**src/rtl/cnn_window_gen_if.sv**
```systemverilog
// Pixel-in / window-out bus between the DMA pixel stream, cnn_window_gen and cnn_core.
// The source of pixels is the master; the window generator is the slave.
interface cnn_window_gen_if #(
  parameter int CI      = 1,
  parameter int KX      = 3,
  parameter int KY      = 3,
  parameter int I_FM_BW = 8
);
  localparam int PIX_W = CI * I_FM_BW;
  localparam int WIN_W = PIX_W * KX * KY;

  logic             i_in_valid;
  logic [PIX_W-1:0] i_in_pixel;
  logic             o_ot_valid;
  logic [WIN_W-1:0] o_ot_window;
  logic             o_frame_done;

  modport master (
    output i_in_valid,
    output i_in_pixel,
    input  o_ot_valid,
    input  o_ot_window,
    input  o_frame_done
  );

  modport slave (
    input  i_in_valid,
    input  i_in_pixel,
    output o_ot_valid,
    output o_ot_window,
    output o_frame_done
  );
endinterface

```
**src/rtl/cnn_window_gen.sv**
```systemverilog
// Stride-1, no-padding KXxKY sliding-window generator over a raster pixel stream.
// Emits one packed window per completing pixel, in the cnn_core i_in_fmap layout.
module cnn_window_gen #(
  parameter int CI      = 1,
  parameter int KX      = 3,
  parameter int KY      = 3,
  parameter int I_FM_BW = 8,
  parameter int IMG_W   = 28,
  parameter int IMG_H   = 28
) (
  input  logic            clk,
  input  logic            reset_n,
  input  logic            i_soft_reset,
  cnn_window_gen_if.slave bus,
  output logic            o_busy
);

  localparam int PIX_W  = CI * I_FM_BW;
  localparam int WIN_W  = PIX_W * KX * KY;
  localparam int LB_LEN = (KY - 1) * IMG_W;
  localparam int COL_W  = $clog2(IMG_W);
  localparam int ROW_W  = $clog2(IMG_H);

  localparam logic [COL_W-1:0] COL_LAST = COL_W'(IMG_W - 1);
  localparam logic [ROW_W-1:0] ROW_LAST = ROW_W'(IMG_H - 1);
  localparam logic [COL_W-1:0] COL_WIN  = COL_W'(KX - 1);
  localparam logic [ROW_W-1:0] ROW_WIN  = ROW_W'(KY - 1);

  typedef logic [PIX_W-1:0] pix_t;

  logic [COL_W-1:0] col_q, col_d;
  logic [ROW_W-1:0] row_q, row_d;
  logic             valid_q, valid_d;
  logic             done_q, done_d;

  // lb_q[j] holds the pixel accepted j+1 pixels ago, so the pixel k lines
  // above the incoming one sits at lb_q[k*IMG_W-1].
  pix_t lb_q  [LB_LEN];
  pix_t lb_d  [LB_LEN];
  pix_t win_q [KY][KX];
  pix_t win_d [KY][KX];

  logic             accept;
  logic             col_wrap;
  logic             row_wrap;
  logic             win_complete;
  logic [WIN_W-1:0] window_packed;

  // ---------------------------------------------------------------------------
  // Raster counters and output strobes
  // ---------------------------------------------------------------------------
  // NOTE: every always_comb output gets a default first, so no path can leave
  // a signal unassigned and infer a latch.
  always_comb begin
    accept       = bus.i_in_valid && !i_soft_reset;
    col_wrap     = (col_q == COL_LAST);
    row_wrap     = (row_q == ROW_LAST);
    win_complete = (row_q >= ROW_WIN) && (col_q >= COL_WIN);

    col_d   = col_q;
    row_d   = row_q;
    valid_d = 1'b0;
    done_d  = 1'b0;

    if (i_soft_reset) begin
      col_d = '0;
      row_d = '0;
    end else if (bus.i_in_valid) begin
      valid_d = win_complete;
      done_d  = col_wrap && row_wrap;
      if (col_wrap) begin
        col_d = '0;
        row_d = row_wrap ? '0 : row_q + 1'b1;
      end else begin
        col_d = col_q + 1'b1;
      end
    end
  end

  // ---------------------------------------------------------------------------
  // Line buffer and window shift
  // ---------------------------------------------------------------------------
  always_comb begin
    lb_d  = lb_q;
    win_d = win_q;

    if (accept) begin
      lb_d[0] = bus.i_in_pixel;
      for (int i = 1; i < LB_LEN; i++) begin
        lb_d[i] = lb_q[i-1];
      end

      for (int ky = 0; ky < KY; ky++) begin
        for (int kx = 0; kx < KX - 1; kx++) begin
          win_d[ky][kx] = win_q[ky][kx+1];
        end
      end

      // New right column: taps are read before this pixel enters the buffer.
      for (int ky = 0; ky < KY - 1; ky++) begin
        win_d[ky][KX-1] = lb_q[(KY - 1 - ky) * IMG_W - 1];
      end
      win_d[KY-1][KX-1] = bus.i_in_pixel;
    end
  end

  // ---------------------------------------------------------------------------
  // State registers
  // ---------------------------------------------------------------------------
  // NOTE: sequential state uses non-blocking assignments only, so every flop
  // samples the pre-edge value regardless of statement order.
  always_ff @(posedge clk or negedge reset_n) begin
    if (!reset_n) begin
      col_q   <= '0;
      row_q   <= '0;
      valid_q <= 1'b0;
      done_q  <= 1'b0;
    end else begin
      col_q   <= col_d;
      row_q   <= row_d;
      valid_q <= valid_d;
      done_q  <= done_d;
    end
  end

  // NOTE: the pixel storage is reset on purpose: an async reset must leave no
  // previous image data visible, which rules out mapping it to an unreset RAM.
  always_ff @(posedge clk or negedge reset_n) begin
    if (!reset_n) begin
      for (int i = 0; i < LB_LEN; i++) begin
        lb_q[i] <= '0;
      end
      for (int ky = 0; ky < KY; ky++) begin
        for (int kx = 0; kx < KX; kx++) begin
          win_q[ky][kx] <= '0;
        end
      end
    end else begin
      lb_q  <= lb_d;
      win_q <= win_d;
    end
  end

  // ---------------------------------------------------------------------------
  // Output packing: sample (c, ky, kx) at ((c*KY+ky)*KX+kx)*I_FM_BW
  // ---------------------------------------------------------------------------
  always_comb begin
    window_packed = '0;
    for (int c = 0; c < CI; c++) begin
      for (int ky = 0; ky < KY; ky++) begin
        for (int kx = 0; kx < KX; kx++) begin
          window_packed[((c * KY + ky) * KX + kx) * I_FM_BW +: I_FM_BW] =
            win_q[ky][kx][c * I_FM_BW +: I_FM_BW];
        end
      end
    end
  end

  assign bus.o_ot_valid   = valid_q;
  assign bus.o_ot_window  = window_packed;
  assign bus.o_frame_done = done_q;
  assign o_busy           = (col_q != '0) || (row_q != '0);

endmodule

```
**src/flat_wrapper.sv**
```systemverilog
// flat-port wrapper written by rule: the top's interface ports become plain ports
module cnn_window_gen_flat 
#(
  parameter int CI      = 1,
  parameter int KX      = 3,
  parameter int KY      = 3,
  parameter int I_FM_BW = 8,
  parameter int IMG_W   = 28,
  parameter int IMG_H   = 28
)
  (clk, reset_n, i_soft_reset, o_busy, bus_i_in_valid, bus_i_in_pixel, bus_o_ot_valid, bus_o_ot_window, bus_o_frame_done);
  cnn_window_gen_if #(.CI(CI), .KX(KX), .KY(KY), .I_FM_BW(I_FM_BW)) bus_i ();
  input  logic clk;
  input  logic reset_n;
  input  logic i_soft_reset;
  output logic o_busy;
  input wire logic [$bits(bus_i.i_in_valid)-1:0] bus_i_in_valid;
  input wire logic [$bits(bus_i.i_in_pixel)-1:0] bus_i_in_pixel;
  output wire logic [$bits(bus_i.o_ot_valid)-1:0] bus_o_ot_valid;
  output wire logic [$bits(bus_i.o_ot_window)-1:0] bus_o_ot_window;
  output wire logic [$bits(bus_i.o_frame_done)-1:0] bus_o_frame_done;
  assign bus_i.i_in_valid = bus_i_in_valid;
  assign bus_i.i_in_pixel = bus_i_in_pixel;
  assign bus_o_ot_valid = bus_i.o_ot_valid;
  assign bus_o_ot_window = bus_i.o_ot_window;
  assign bus_o_frame_done = bus_i.o_frame_done;
  cnn_window_gen #(.CI(CI), .KX(KX), .KY(KY), .I_FM_BW(I_FM_BW), .IMG_W(IMG_W), .IMG_H(IMG_H)) u_core (.clk(clk), .reset_n(reset_n), .i_soft_reset(i_soft_reset), .bus(bus_i), .o_busy(o_busy));
endmodule
```
**config.mk**
```make
export PLATFORM = sky130hd
export DESIGN_NAME = cnn_window_gen_flat
export DESIGN_NICKNAME = d
export VERILOG_FILES = /design/src/rtl/cnn_window_gen_if.sv /design/src/rtl/cnn_window_gen.sv /design/src/flat_wrapper.sv
export SDC_FILE = /design/constraint.sdc
export NUM_CORES = 1
export LEC_CHECK = 0
export ABC_CLOCK_PERIOD_IN_PS = 2000
export BUFFER_PORTS_ARGS = -buffer_cell sky130_fd_sc_hd__buf_2
export CAP_MARGIN = 20
export CORE_UTILIZATION = 42
export DETAILED_ROUTE_END_ITERATION = 10
export HOLD_SLACK_MARGIN = 0.08
export SETUP_SLACK_MARGIN = 0.3
export SLEW_MARGIN = 20
export SYNTH_ARGS = -nofsm -noshare
export SYNTH_HDL_FRONTEND = slang
export SYNTH_SLANG_ARGS = --single-unit
```
**constraint.sdc**
```tcl
create_clock -name clk -period 2 [get_ports clk]
set_input_delay 0.1 -clock clk [delete_from_list [all_inputs] [get_ports clk]]
set_output_delay 0.1 -clock clk [all_outputs]
set_load 0.05 [all_outputs]
```
Yosys cells after proc, flatten, opt, wreduce, memory -nomap -nowiden
Cells that the tools add are included.
{"block": "op_classes", "add_sub_neg": 2, "order_cmp": 2, "n_eq_ne": 2, "mux": 11, "n_reduce_logical": 10}
{"cell": "$mux 5", "n": 7}
{"cell": "$add 5x1->5 const B", "n": 2}
{"cell": "$eq 5x5->1 const B", "n": 2}
{"cell": "$ge 5x2->1 const B", "n": 2}
{"cell": "$reduce_bool 5->1", "n": 2}
{"cell": "$mux 1", "n": 4}
{"cell": "$reduce_bool 2->1", "n": 2}
{"cell": "$logic_and 1x1->1", "n": 3}
{"cell": "$reduce_and 2->1", "n": 1}
{"cell": "$logic_not 1->1", "n": 1}
{"cell": "$logic_or 1x1->1", "n": 1}
{"block": "totals", "register_bits": 484, "input_bits": 12, "out_inout_bits": 75, "word_cells": 90}

Logic depth before layout (Yosys ltp)
{"block": "depth", "ltp_word": 5, "mapped_depth": 6, "mapped_depth_nobuf": 4}

Worst setup path before layout
Ideal clock, no wire load.
{"block": "synth_timing", "kind": "reg-to-reg", "startpoint": "register u_core.row_q[1]", "endpoint": "register u_core.row_q[3]", "setup_ns": 0.122, "arrival_ns": 1.270, "required_ns": 1.878, "path_slack_ns": 0.608, "stages_incl_launch_ff": 5, "n_path_buf": 0, "synth_period_minus_slack_ns": 1.392, "cell_sequence": "dfrtp_1 -> ha_1 -> nand4b_1 -> a211o_1 -> a32o_1"}
{"block": "synth_via", "elab_chain_cells": 5, "elab_cells_between_ends": 6, "cone_classes": "1 x add/sub; 1 x eq/ne; 4 x mux"}
{"item": "from (decl)", "line_no": "cnn_window_gen.sv:32", "text": "logic [ROW_W-1:0] row_q, row_d;"}
{"item": "from (signal assigned)", "line_no": "cnn_window_gen.sv:120", "text": "row_q <= row_d;"}
{"item": "$add 5x1->5 / $eq 5x5->1 (equally long branches)", "line_no": "cnn_window_gen.sv:73, cnn_window_gen.sv:57"}
{"item": "$mux 5 *", "line_no": "cnn_window_gen.sv:73", "text": "row_d = row_wrap ? '0 : row_q + 1'b1;"}
{"item": "$mux 5 *", "line_no": "cnn_window_gen.sv:71", "text": "if (col_wrap) begin"}
{"item": "$mux 5 *", "line_no": "cnn_window_gen.sv:68", "text": "end else if (bus.i_in_valid) begin"}
{"item": "$mux 5 *", "line_no": "cnn_window_gen.sv:65", "text": "if (i_soft_reset) begin"}
Mark *: on every way between the ends. The rest lies on a longest branch, timed or not. The select of a mux whose other input is x is not followed.
A chain may end at the register's enable or synchronous reset.

Worst setup path after layout
{"block": "layout_timing", "startpoint": "register u_core.row_q[3]", "endpoint": "output o_busy"}
{"block": "layout_via", "elab_chain_cells": 2}
{"item": "$reduce_bool 5->1", "line_no": "cnn_window_gen.sv:162", "text": "assign o_busy = (col_q != '0) || (row_q != '0);"}
{"item": "$logic_or 1x1->1", "line_no": "cnn_window_gen.sv:162"}
{"item": "to (decl)", "line_no": "flat_wrapper.sv:16", "text": "output logic o_busy;"}
Every way passes these cells.

==> flow_summary.toml <==
[routing]
wire_per_inst_microns = 14.49
ant_nets = 0
drt_first_iter_violations = 338
vias = 8789
firstDrtPassIters = 4
routed_via_density = 4.774
wl_microns = 26670
drc = 0

[floorplan]
io_pins = 87
core_area_sq_um = 44220
initial_core_util_pct = 42.53
die_h_microns = 213.6
die_w_microns = 213.6
dieArea_sq_um = 45630
rows = 77

[logic_synthesis]
synth_area_leaders = "dfrtp_1 (64%), mux2_2 (23%), mux2_4 (6.4%), buf_4 (1.9%), buf_2 (1.2%)"
ys_seq_area_share_pct = 64.40
syn_nets = 1138
ys_ff_latch = 484
synth.avg_cell_area_sq_um = 16.79
synth.distinct_cells = 30
yosysTopAreaCell = "dfrtp_1"
yosys.area.top_type_share_pct = 64.40
synthCells = 1120
syn_area_sq_um = 18810
synth_warnings = 0

[timing]
fin_skew_ns = 0.01246
setup-violations-final = 0
fmax_mhz = 591.8
relSlewSlack_pct = 65.28
worst_pin_slew_ns = 0.5208
fin_crit_sh_pct = 84.48
slew_violations = 0
hold_viol = 0
fin_tns_setup_ns = 0
post-route-min-period_ns = 1.690
rsz0062_at_grt = "true"
setup_slack_ns = 0.3103

[cts]
cts_tree = "done"
htree_levels = 2
ctsLongestPathBuffers = 3
clk_latency_ns = 0.58
clk_pin_slew_ns = 0.06
cts_root_buf = "clkbuf_16"
cts_buffers = 50
clock_sinks = 484

[power]
peakVddDrop_mv = 0.5797
p_total_mw = 23.42
p_leak_nw = 10.82
p_per_area_nw_per_um2 = 1079

[placement]
pre_cts_ws_ns = 0.3654
port_buffers = 86
place_congestion = 0.7187
dpl.hpwl_microns = 16260

[setup_path]
max_stage_delay_ns = 0.43
cp_num_buf_inv = 1
cp.required_ns = 1.90
critPathCaptureType = "output pin"
cp.arrival_ns = 1.59
critPathTopFamily = "flip-flops"
ff2ff_setup_slack_ns = 0.41
critical_path_class = "register to output pin"
cp_cell_sequence = "nor3_2, nand4_1, buf_6"
slowest_stage = "dfrtp_1"
cp_max_fo = 5
startpoint_type = "register"

[layout]
mostFrequentLayoutCells = "dfrtp_1 (483), mux2_2 (392), buf_2 (84)"
layout.nets = 1225
drive_gt1_share_pct = 55.45
area_growth_pct = 15.42
final_common_cell = "dfrtp_1"

[worst_hold_path]
min_path_type = "input pin to asynchronous set/reset pin"

[status]
status = "finished, final reports clean"

[global_routing]
antenna_found_initial = 2
grt_first_pass_wirelength_microns = 46020
grt_usage_pct = 12.28
grt_overflow = 0
grt_pass1_vias = 9125
grt_max_degree = 65

[flow_run]
max_cap_viol_count = 0
## state kept, by name, indices dropped and copies added (netlist names)
register                 count
u_core.col_q                 5
u_core.bus.o_frame_done      1
u_core.bus.o_ot_window      24
u_core.lb_q                448
u_core.bus.o_ot_valid        1
u_core.row_q                 5
## Yosys cell counts (all sizes together)
cell type / count
nor3: 5
a41o: 1
ha: 6
mux2: 472
or4: 1
clkbuf: 1
nand3b: 2
inv: 6
nand4: 4
nor2: 4
a211o: 1
and3b: 1
nand2b: 2
a221oi: 1
buf: 102
nor2b: 1
nand4b: 2
o21ai: 3
or3b: 1
nand3: 5
a21oi: 7
and2: 1
a311oi: 1
dfrtp: 484
a32o: 1
nand2: 4
xor2: 1
## what timing repair did
item | in CTS | in global routing
hold buffers | 12 | 0
endpoints found under the hold margin | 504 | 0
gates resized for setup | 7 | 2
pin swaps | 3 | 2
setup endpoints to repair | 1 | 4
buffers inserted | 3 | 3
## worst paths after layout
check | from | endpoint | cells past startpoint
min | reset_n | u_core.lb_q[381] | 2
min reg2reg | u_core.lb_q[334] | u_core.lb_q[326] | 1
max reg2reg | u_core.row_q[1] | u_core.row_q[3] | 4
max | u_core.row_q[3] | o_busy | 3
max in group asynchronous | reset_n | u_core.lb_q[50] | 3
min in group clk | bus_i_in_pixel[4] | u_core.lb_q[444] | 3
## power by group
part	leakage, nW	internal, mW	switching [mW]
combinational	3.41	1.22	1.18
clock	0.850	5.61	3.85
sequential	6.56	11.0	0.603
## worst reg2reg max path, stage by stage (launching register included)
cell	delay, ns
dfrtp_1	0.43
ha_1	0.26
nand4b_1	0.22
a211o_1	0.31
a32o_1	0.26
## cells by family (layout without fill, tap and decap cells)
family                     after synthesis  in the layout  share of synthesized area, %
AOI/OAI and AO/OA                       15             15                        0.5122
and+or+nand+nor                         33             33                        0.9978
DFF                                    484            484                         64.40
muxes                                  472            472                         29.86
buffers and inverters                  109            237                         3.792
other                                    0              1                             0
xor gates and xnor gates                 1              1                       0.04658
adders and majority gates                6              6                        0.3991
## metal layers
metal	share of wire (%)	GRT usage (%)	routed length (microns)
met1	50	17.73	13420
met3	4.2	3.325	1124
met5	0.049	0	13
met4	2.1	3.941	548
met2	43	17.95	11570
## through the flow
step                      utilization [%]  instance area [sq um]  std cells  hold slack [ns]
after floorplan                         -                  18810       1120          -0.1956
after global placement              44.72                  19770       1729          0.09707
after detailed placement            44.72                  19770       1729          0.09547
after CTS                           49.02                  21680       1837          0.06761
after global routing                49.09                  21710       1841          0.08489
final                               49.09                  21710       1841          0.08332
## final cells by class
cell class | instances | area [sq um]
diodes | 1 | 2.502
clock buffers | 68 | 1439
clock inverters | 25 | 296.5
fillers | 3743 | 22510
inverters | 6 | 22.52
multi-input cells | 527 | 6007
flip-flops and latches | 484 | 12110
well taps | 592 | 740.7
repair buffers | 138 | 1087
Power figures use the tool's default switching activity.
